## config.mk

```make
export PLATFORM = sky130hd
export DESIGN_NAME = sequenciador_oposicao
export DESIGN_NICKNAME = d
export VERILOG_FILES = /design/src/rtl/sequenciador_oposicao.sv
export SDC_FILE = /design/constraint.sdc
export NUM_CORES = 1
export LEC_CHECK = 0
export BUFFER_PORTS_ARGS = -buffer_cell sky130_fd_sc_hd__buf_4
export CORE_UTILIZATION = 30
export DETAILED_ROUTE_END_ITERATION = 10
export GPL_TIMING_DRIVEN = 1
export PLACE_DENSITY = 0.59
export SYNTH_ARGS = -nofsm -noshare
export SYNTH_HDL_FRONTEND = slang
export SYNTH_HIERARCHICAL = 1
export SYNTH_SLANG_ARGS = --single-unit
```

## constraint.sdc

```tcl
create_clock -name clk -period 5.3 [get_ports clk]
set_input_delay 0 -clock clk [delete_from_list [all_inputs] [get_ports clk]]
set_output_delay 0 -clock clk [all_outputs]
set_load 0.02 [all_outputs]
```

## src/rtl/sequenciador_oposicao.sv

```systemverilog
// Element-serial matrix negation sequencer: latches a source matrix and op,
// then writes one result element per clock through a single shared unit.

module unidade_negacao #(
    parameter int ELEM_W = 8
) (
    input  logic [1:0]        op,
    input  logic [ELEM_W-1:0] a,
    output logic [ELEM_W-1:0] y
);
    localparam logic [ELEM_W-1:0] MIN_NEG = {1'b1, {(ELEM_W-1){1'b0}}};
    localparam logic [ELEM_W-1:0] MAX_POS = {1'b0, {(ELEM_W-1){1'b1}}};

    logic [ELEM_W-1:0] neg;
    assign neg = ~a + 1'b1;

    always_comb begin
        y = '0;
        case (op)
            2'b00:   y = neg;
            // only the most negative value overflows on negation
            2'b01:   y = (a == MIN_NEG) ? MAX_POS : neg;
            2'b10:   y = a;
            default: y = '0;
        endcase
    end
endmodule

module sequenciador_oposicao #(
    parameter int N_ELEM = 25,
    parameter int ELEM_W = 8
) (
    input  logic                       clk,
    input  logic                       reset,
    input  logic                       start,
    input  logic                       abort,
    input  logic [1:0]                 op,
    input  logic [N_ELEM*ELEM_W-1:0]   matriz_A,
    output logic [N_ELEM*ELEM_W-1:0]   resultado,
    output logic                       busy,
    output logic                       done,
    output logic [4:0]                 elem_idx
);
    typedef enum logic [1:0] {IDLE, RUN, DONE} estado_t;

    localparam logic [4:0] ULTIMO = 5'(N_ELEM - 1);

    estado_t                   estado;
    logic [N_ELEM*ELEM_W-1:0]  a_lat;
    logic [1:0]                op_lat;
    logic [ELEM_W-1:0]         elem_sel;
    logic [ELEM_W-1:0]         elem_res;

    assign elem_sel = a_lat[elem_idx*ELEM_W +: ELEM_W];

    unidade_negacao #(.ELEM_W(ELEM_W)) u_neg (
        .op (op_lat),
        .a  (elem_sel),
        .y  (elem_res)
    );

    always_ff @(posedge clk or negedge reset) begin
        if (!reset) begin
            estado    <= IDLE;
            a_lat     <= '0;
            op_lat    <= '0;
            resultado <= '0;
            busy      <= 1'b0;
            done      <= 1'b0;
            elem_idx  <= '0;
        end else begin
            case (estado)
                IDLE: begin
                    done <= 1'b0;
                    if (start) begin
                        a_lat     <= matriz_A;
                        op_lat    <= op;
                        resultado <= '0;
                        elem_idx  <= '0;
                        busy      <= 1'b1;
                        estado    <= RUN;
                    end
                end
                RUN: begin
                    // abort wins over the write scheduled for this edge
                    if (abort) begin
                        busy     <= 1'b0;
                        elem_idx <= '0;
                        estado   <= IDLE;
                    end else begin
                        resultado[elem_idx*ELEM_W +: ELEM_W] <= elem_res;
                        if (elem_idx == ULTIMO) begin
                            busy     <= 1'b0;
                            done     <= 1'b1;
                            elem_idx <= '0;
                            estado   <= DONE;
                        end else begin
                            elem_idx <= elem_idx + 5'd1;
                        end
                    end
                end
                DONE: begin
                    done   <= 1'b0;
                    estado <= IDLE;
                end
                default: estado <= IDLE;
            endcase
        end
    end
endmodule

```

---- Yosys cells after proc, flatten, opt, wreduce, memory -nomap -nowiden ----
Index checks and enable logic that the tools add are counted.
operators by class
  reduce and logical (&&, ||, !) cells .... 11
  equal/unequal tests ..................... 10
  muxes and demuxes ....................... 21
  shift-type cells ........................ 3
  bitwise gates (word level) .............. 1
  $add $sub $neg .......................... 3
operator list
  operator                                                 count
  2-to-1 mux 200 bit                                       2
  one-hot mux 200 bit (2 select lines)                     1
  bitwise mux 200 bit                                      1
  variable shift 8 x 34 -> 200 bit (first input constant)  1
  variable part select 200 x 9 -> 8 bit                    1
  variable part select 8 x 34 -> 200 bit                   1
  negator 8 -> 34 bit                                      1
  one-hot mux 8 bit (3 select lines)                       1
  2-to-1 mux 5 bit                                         3
  one-hot mux 5 bit (2 select lines)                       1
  AND reduction 3 bit                                      3
  adder 8 x 1 -> 8 bit (second input constant)             1
  equality test 8 bit (second input constant)              1
  2-to-1 mux 8 bit                                         1
  NOT 8 bit                                                1
  2-to-1 mux 2 bit                                         3
  != test 2 bit (second input constant)                    3
  AND reduction 2 bit                                      3
  adder 5 x 1 -> 5 bit (second input constant)             1
  equality test 5 bit (second input constant)              1
  2-to-1 mux 1 bit                                         5
  equality test 2 x 1 -> 1 bit (second input constant)     2
  equality test 2 bit (second input constant)              2
  logical NOT 2 bit                                        2
  5 further kinds                                          7
storage, ports and cells
  input bits .............................. 206
  output and inout port bits .............. 207
  register bits after elaboration ......... 411

---- Logic depth before layout (Yosys ltp) ----
  word-level depth ........................ 9
  gate-level depth with buffers ........... 17

---- Hierarchy ----
Netlist, hierarchy kept.
modules (own cells, without submodules)
  module                 times used  area each (um^2)  sequential area each (um^2)  cells an instance
  sequenciador_oposicao  1           18117.4           10284.9                      1784
  unidade_negacao        1           272.8             0.0                          44

---- Worst setup path before layout ----
OpenSTA, ideal clock, no wires.
  path type ............................... flip-flop to flip-flop
  from .................................... register elem_idx[0]
  to ...................................... register resultado[94]
  slack ................................... 1.078 ns
  clock period less this slack ............ 4.222 ns
  stages on the path, launching flop included .. 17
  setup time .............................. 0.080 ns
  arrival ................................. 4.142 ns
  path buffers ............................ 4
  path through ............................ dfrtp_1 buf_4 buf_1 mux4_2 mux2i_1 o22ai_1 a221o_1 inv_1 ha_1 or3b_4 nor4_1 o21ai_0 o31ai_1 clkbuf_1 clkbuf_1 nand2_1 mux2i_1
on the way
  word-level cells in the longest chain between the ends .. 9
  elaborated cells between the ends (all ways) .. 12
ends and longest elaborated chain
  element                                     RTL line  text
  start, declared                             42        output logic [4:0] elem_idx
  start signal, assigned                      98        elem_idx <= elem_idx + 5'd1;
  variable part select 200 x 9 -> 8 bit (*)   54        assign elem_sel = a_lat[elem_idx*ELEM_W +: ELEM_W];
  net elem_sel[0]                             51        logic [ELEM_W-1:0] elem_sel;
  NOT 8 bit                                   15        assign neg = ~a + 1'b1;
  adder 8 x 1 -> 8 bit                        15
  2-to-1 mux 8 bit                            22        2'b01: y = (a == MIN_NEG) ? MAX_POS : neg;
  one-hot mux 8 bit (3 select lines) (*)      19        case (op)
  net elem_res[6]                             52        logic [ELEM_W-1:0] elem_res;
  variable part select 8 x 34 -> 200 bit (*)  91        resultado[elem_idx*ELEM_W +: ELEM_W] <= elem_res;
  bitwise mux 200 bit (*)                     91
  2-to-1 mux 200 bit (*)                      86        if (abort) begin
  one-hot mux 200 bit (2 select lines) (*)    72        case (estado)
  end signal, assigned by index               91
  end, declared                               39        output logic [N_ELEM*ELEM_W-1:0] resultado,
Mark *: on every way through the listed nets, which the timed path passes. The rest lies on a longest branch. The select of a mux whose other input is x is not followed.
A chain may end at the register's enable or synchronous reset.

---- Worst setup path in the final report ----
  from .................................... register elem_idx[0]
  to ...................................... register resultado[144]
on the way
  elaborated cells between the ends (all ways) .. 12
RTL lines
  element                                 RTL line
  variable part select 200 x 9 -> 8 bit   54
  net elem_sel[5]                         51
  equality test 8 bit                     22
  2-to-1 mux 8 bit                        22
  one-hot mux 8 bit (3 select lines)      19
  net elem_res[0]                         52
  variable part select 8 x 34 -> 200 bit  91
  bitwise mux 200 bit                     91
  2-to-1 mux 200 bit                      86
  one-hot mux 200 bit (2 select lines)    72
The timed path passes the listed nets, and every way through them passes these cells. The select of a mux whose other input is x is not followed.

==> implementation parameters <==
Parameter                              Value

Synthesis
  Async set or reset register ratio after synthesis ... 100%
  Cells after Synth ... 1828
  Leading cell types by total area after synthesis ... sky130_fd_sc_hd__dfrtp_1 (56%), sky130_fd_sc_hd__nand2_1 (15%), sky130_fd_sc_hd__mux4_2 (5.9%), sky130_fd_sc_hd__a22o_1 (3.1%), sky130_fd_sc_hd__o21ai_0 (1.9%)
  Compound-Gate Fraction of Synth Area ... 11.2%
  Sequential fraction of the synthesis area ... 55.9%
  Area share of the largest cell type after synthesis ... 55.9%
  Dominant combinational cell family by area after synthesis ... simple AND/OR/NAND/NOR gates
  Net Count, Synth ... 2041
  Flops & latches, synth ... 411
  Netlist Area Pre-Place ... 18400 um^2
  Post-Syn Area per Cell ... 10.1 um^2
  Most frequent cell after synthesis ... sky130_fd_sc_hd__nand2_1
  Distinct cell type count after synthesis ... 62
  Adder-cell area share of the yosys netlist ... 0.476%
  Synthesized-area fraction occupied by and/or/nand/nor cells ... 19.9%
  Number of enable-type register cells in the synthesized netlist ... 0
  Top flip-flop cell by instance count after synthesis ... sky130_fd_sc_hd__dfrtp_1
  Number of synthesis warnings ... 6
  Multiplexer fraction of the synthesized cell area ... 9.15%
  Leading area contributor after synthesis ... sky130_fd_sc_hd__dfrtp_1
  Post-synth top cells ... sky130_fd_sc_hd__nand2_1 (749), sky130_fd_sc_hd__dfrtp_1 (411), sky130_fd_sc_hd__clkbuf_1 (93)
  Xor/xnor cell area share of the yosys netlist ... 0.0953%

Route
  Remaining routing DRC violations ... 0
  Final antenna-violating net count ... 0
  Vias per std cell ... 4.97
  DRT Wirelength ... 65500 um
  Number of detailed-routing iterations run before antenna repair ... 7
  Via Count ... 16.1k
  Final routed wire length divided by cell count ... 20.2 um
  Drt first-iter violations ... 1157

Clock network
  Post-CTS repair timing setup buffer count ... 0
  Number of levels in the clock H-tree ... 2
  Root Buffer Master ... sky130_fd_sc_hd__clkbuf_16
  Latest clock arrival within the worst-skew pair ... 580 ps
  Clock transition at the registers of the reported paths ... 60 ps
  Hold bufs inserted after CTS ... 205
  Clock sink count ... 411
  Number of gates resized after CTS ... 0
  Maximum clock path buffer count ... 3
  Clock tree from TritonCTS ... yes
  Clock buffers created by TritonCTS ... 47

Placement
  Worst slack after detailed placement ... 643 ps
  Detail Placement HPWL ... 44400 um
  Buffers on Ports ... 412
  Placer's final routability congestion estimate ... 0.844

Timing
  Max Slew Vio Count ... 0
  Unrepaired setup endpoints after global routing ... false
  Hold violation total from the final report ... 0
  Slack of the critical path ... 710 ps
  Setup TNS after final layout ... 0 ps
  Relative slew slack ... 14.0%
  Final cycle utilization of the critical path ... 86.6%
  Actual slew at the worst max-slew pin ... 1290 ps
  Final critical delay including setup and external delays ... 4590 ps
  Fmax achieved ... 218 MHz
  Worst Skew ... 17.1 ps
  Final setup violation count ... 0

Cells and area
  Diode insertion count for antenna repair ... 0
  Net count, final ... 2630
  Filler cell count in the final layout ... 5635
  Area growth from synthesis to layout ... 41.6%
  Fraction of final layout cells sized beyond drive strength 1 ... 26.0%

Power
  Static leakage power ... 0.0126 uW
  Cell area power density ... 354 nW/um^2
  Worst ir drop on vdd ... 0.212 mV

Worst setup path
  Critical Path AT ... 5090 ps
  Required arrival time at the worst endpoint ... 5800 ps
  Crit. End Element ... flop
  Maximum net fanout on the critical path ... 38
  Kind of critical path ... reg2reg
  CP Launch Type ... flop

Global route
  Initial antenna violation count ... 0
  Global-route wire length before repair ... 100000 um
  Global routing usage summed across all routing layers ... 20.8%
  Overflow after GRT ... 0
  Maximum number of pins on one net before global-route repair ... 153
  Via count of the first global-routing pass ... 16.5k

Die
  Count of pins on the block boundary ... 413
  Die Width ... 250 um
  Die extent in y ... 250 um
  Standard cell core area ... 60500 um^2
  Number of cell rows ... 90
  Die outline area ... 62300 um^2
  Effective utilization at floorplan ... 30.4%

Hold path
  Class of the tightest hold or removal check ... in2async

Run
  Total of max-cap violations ... 0

Outcome
  Result of the run ... finished, final reports clean
## per-layer routing
layer | track usage (%) | wire length [um]
met2 | 35.2 | 32100
met3 | 3.97 | 4010
met5 | 0 | 0
met1 | 27.2 | 27700
met4 | 5.70 | 1650
## cell usage in the layout (no fill, tap or decap), drive strengths merged, types with 6 or more instances in the layout
cell type    Yosys  layout
o31ai           30      30
a32o            32      32
a221oi           8       8
nor2            30      30
inv             33      34
a22o            65      65
o21ai           75      75
a31oi            7       7
nor4            12      12
clkbuf          93      65
ha               7       7
mux2            25      25
mux4            48      48
dlygate4sd3      0     205
a21oi           10      10
clkinv           1      12
mux2i           32      32
a21o             6       6
nand2          749     749
nor3            25      25
buf             23     451
nand3           22      22
dfrtp          411     411
nand2b          11      11
## metrics by stage
step                      total power [uW]  utilization [%]  cells  cell area (um^2)  hold slack [ps]
final                                 9220             43.1   3234             26000             32.1
after global routing                  9660             43.1   3234             26000              135
after CTS                             9340             43.1   3234             26000              116
after detailed placement              5830             37.1   2945             22400              157
after global placement                5770             37.1   2945             22400              127
after floorplan                       4880                -   1828             18400             -296
## worst paths after layout
check | from | endpoint | slack (ps) | cells past startpoint
min in group clk | matriz_A[182] | a_lat[182] | 160 | 4
min | reset | resultado[60] | 30 | 2
max | elem_idx[0] | resultado[144] | 710 | 12
max in group asynchronous | reset | elem_idx[0] | 3740 | 3
min reg2reg | a_lat[117] | a_lat[117] | 470 | 2
max reg2reg | elem_idx[0] | resultado[144] | 710 | 12
## kinds of logic after synthesis
family	after synthesis
and+or+nand+nor	892
DFF	411
AOI/OAI and AO/OA	261
buffers and inverters	150
muxes	105
adders and majority gates	7
xor gates and xnor gates	2
## sequential cells by signal, indices dropped and copies added (netlist names)
signal and count:
a_lat 200, resultado 200, elem_idx 5, estado 2
op_lat 2, busy 1, done 1
## cell type report
cell class / instances / area [um^2] / share of cell area [%]
Timing Repair Buffer: 656 / 5480 / 21.1
Clock buffer: 65 / 1350 / 5.17
Tap cell: 782 / 978 / 3.76
Inverter: 34 / 128 / 0.490
Multi-Input combinational cell: 1267 / 7580 / 29.1
Sequential cell: 411 / 10300 / 39.5
Clock inverter: 19 / 229 / 0.880
## worst max-delay path, stage by stage (launching register included)
cell and delay [ps]:
sky130_fd_sc_hd__dfrtp_4 960, sky130_fd_sc_hd__buf_4 490, sky130_fd_sc_hd__mux4_2 550, sky130_fd_sc_hd__mux2_2 280, sky130_fd_sc_hd__a221o_1 470, sky130_fd_sc_hd__nor3_2 290, sky130_fd_sc_hd__and4_1 310, sky130_fd_sc_hd__nor2_1 70
sky130_fd_sc_hd__a21oi_2 110, sky130_fd_sc_hd__buf_4 280, sky130_fd_sc_hd__nand3_1 160, sky130_fd_sc_hd__nor3_1 320, sky130_fd_sc_hd__a22o_1 190
## power by group
part           switching (uW)  internal, uW  leakage [uW]  total [uW]
combinational            1340           807       0.00644        2150
clock                    1340          2010      0.000777        3360
sequential                246          3470       0.00540        3710
No activity file was read; power rests on OpenSTA's default activity.
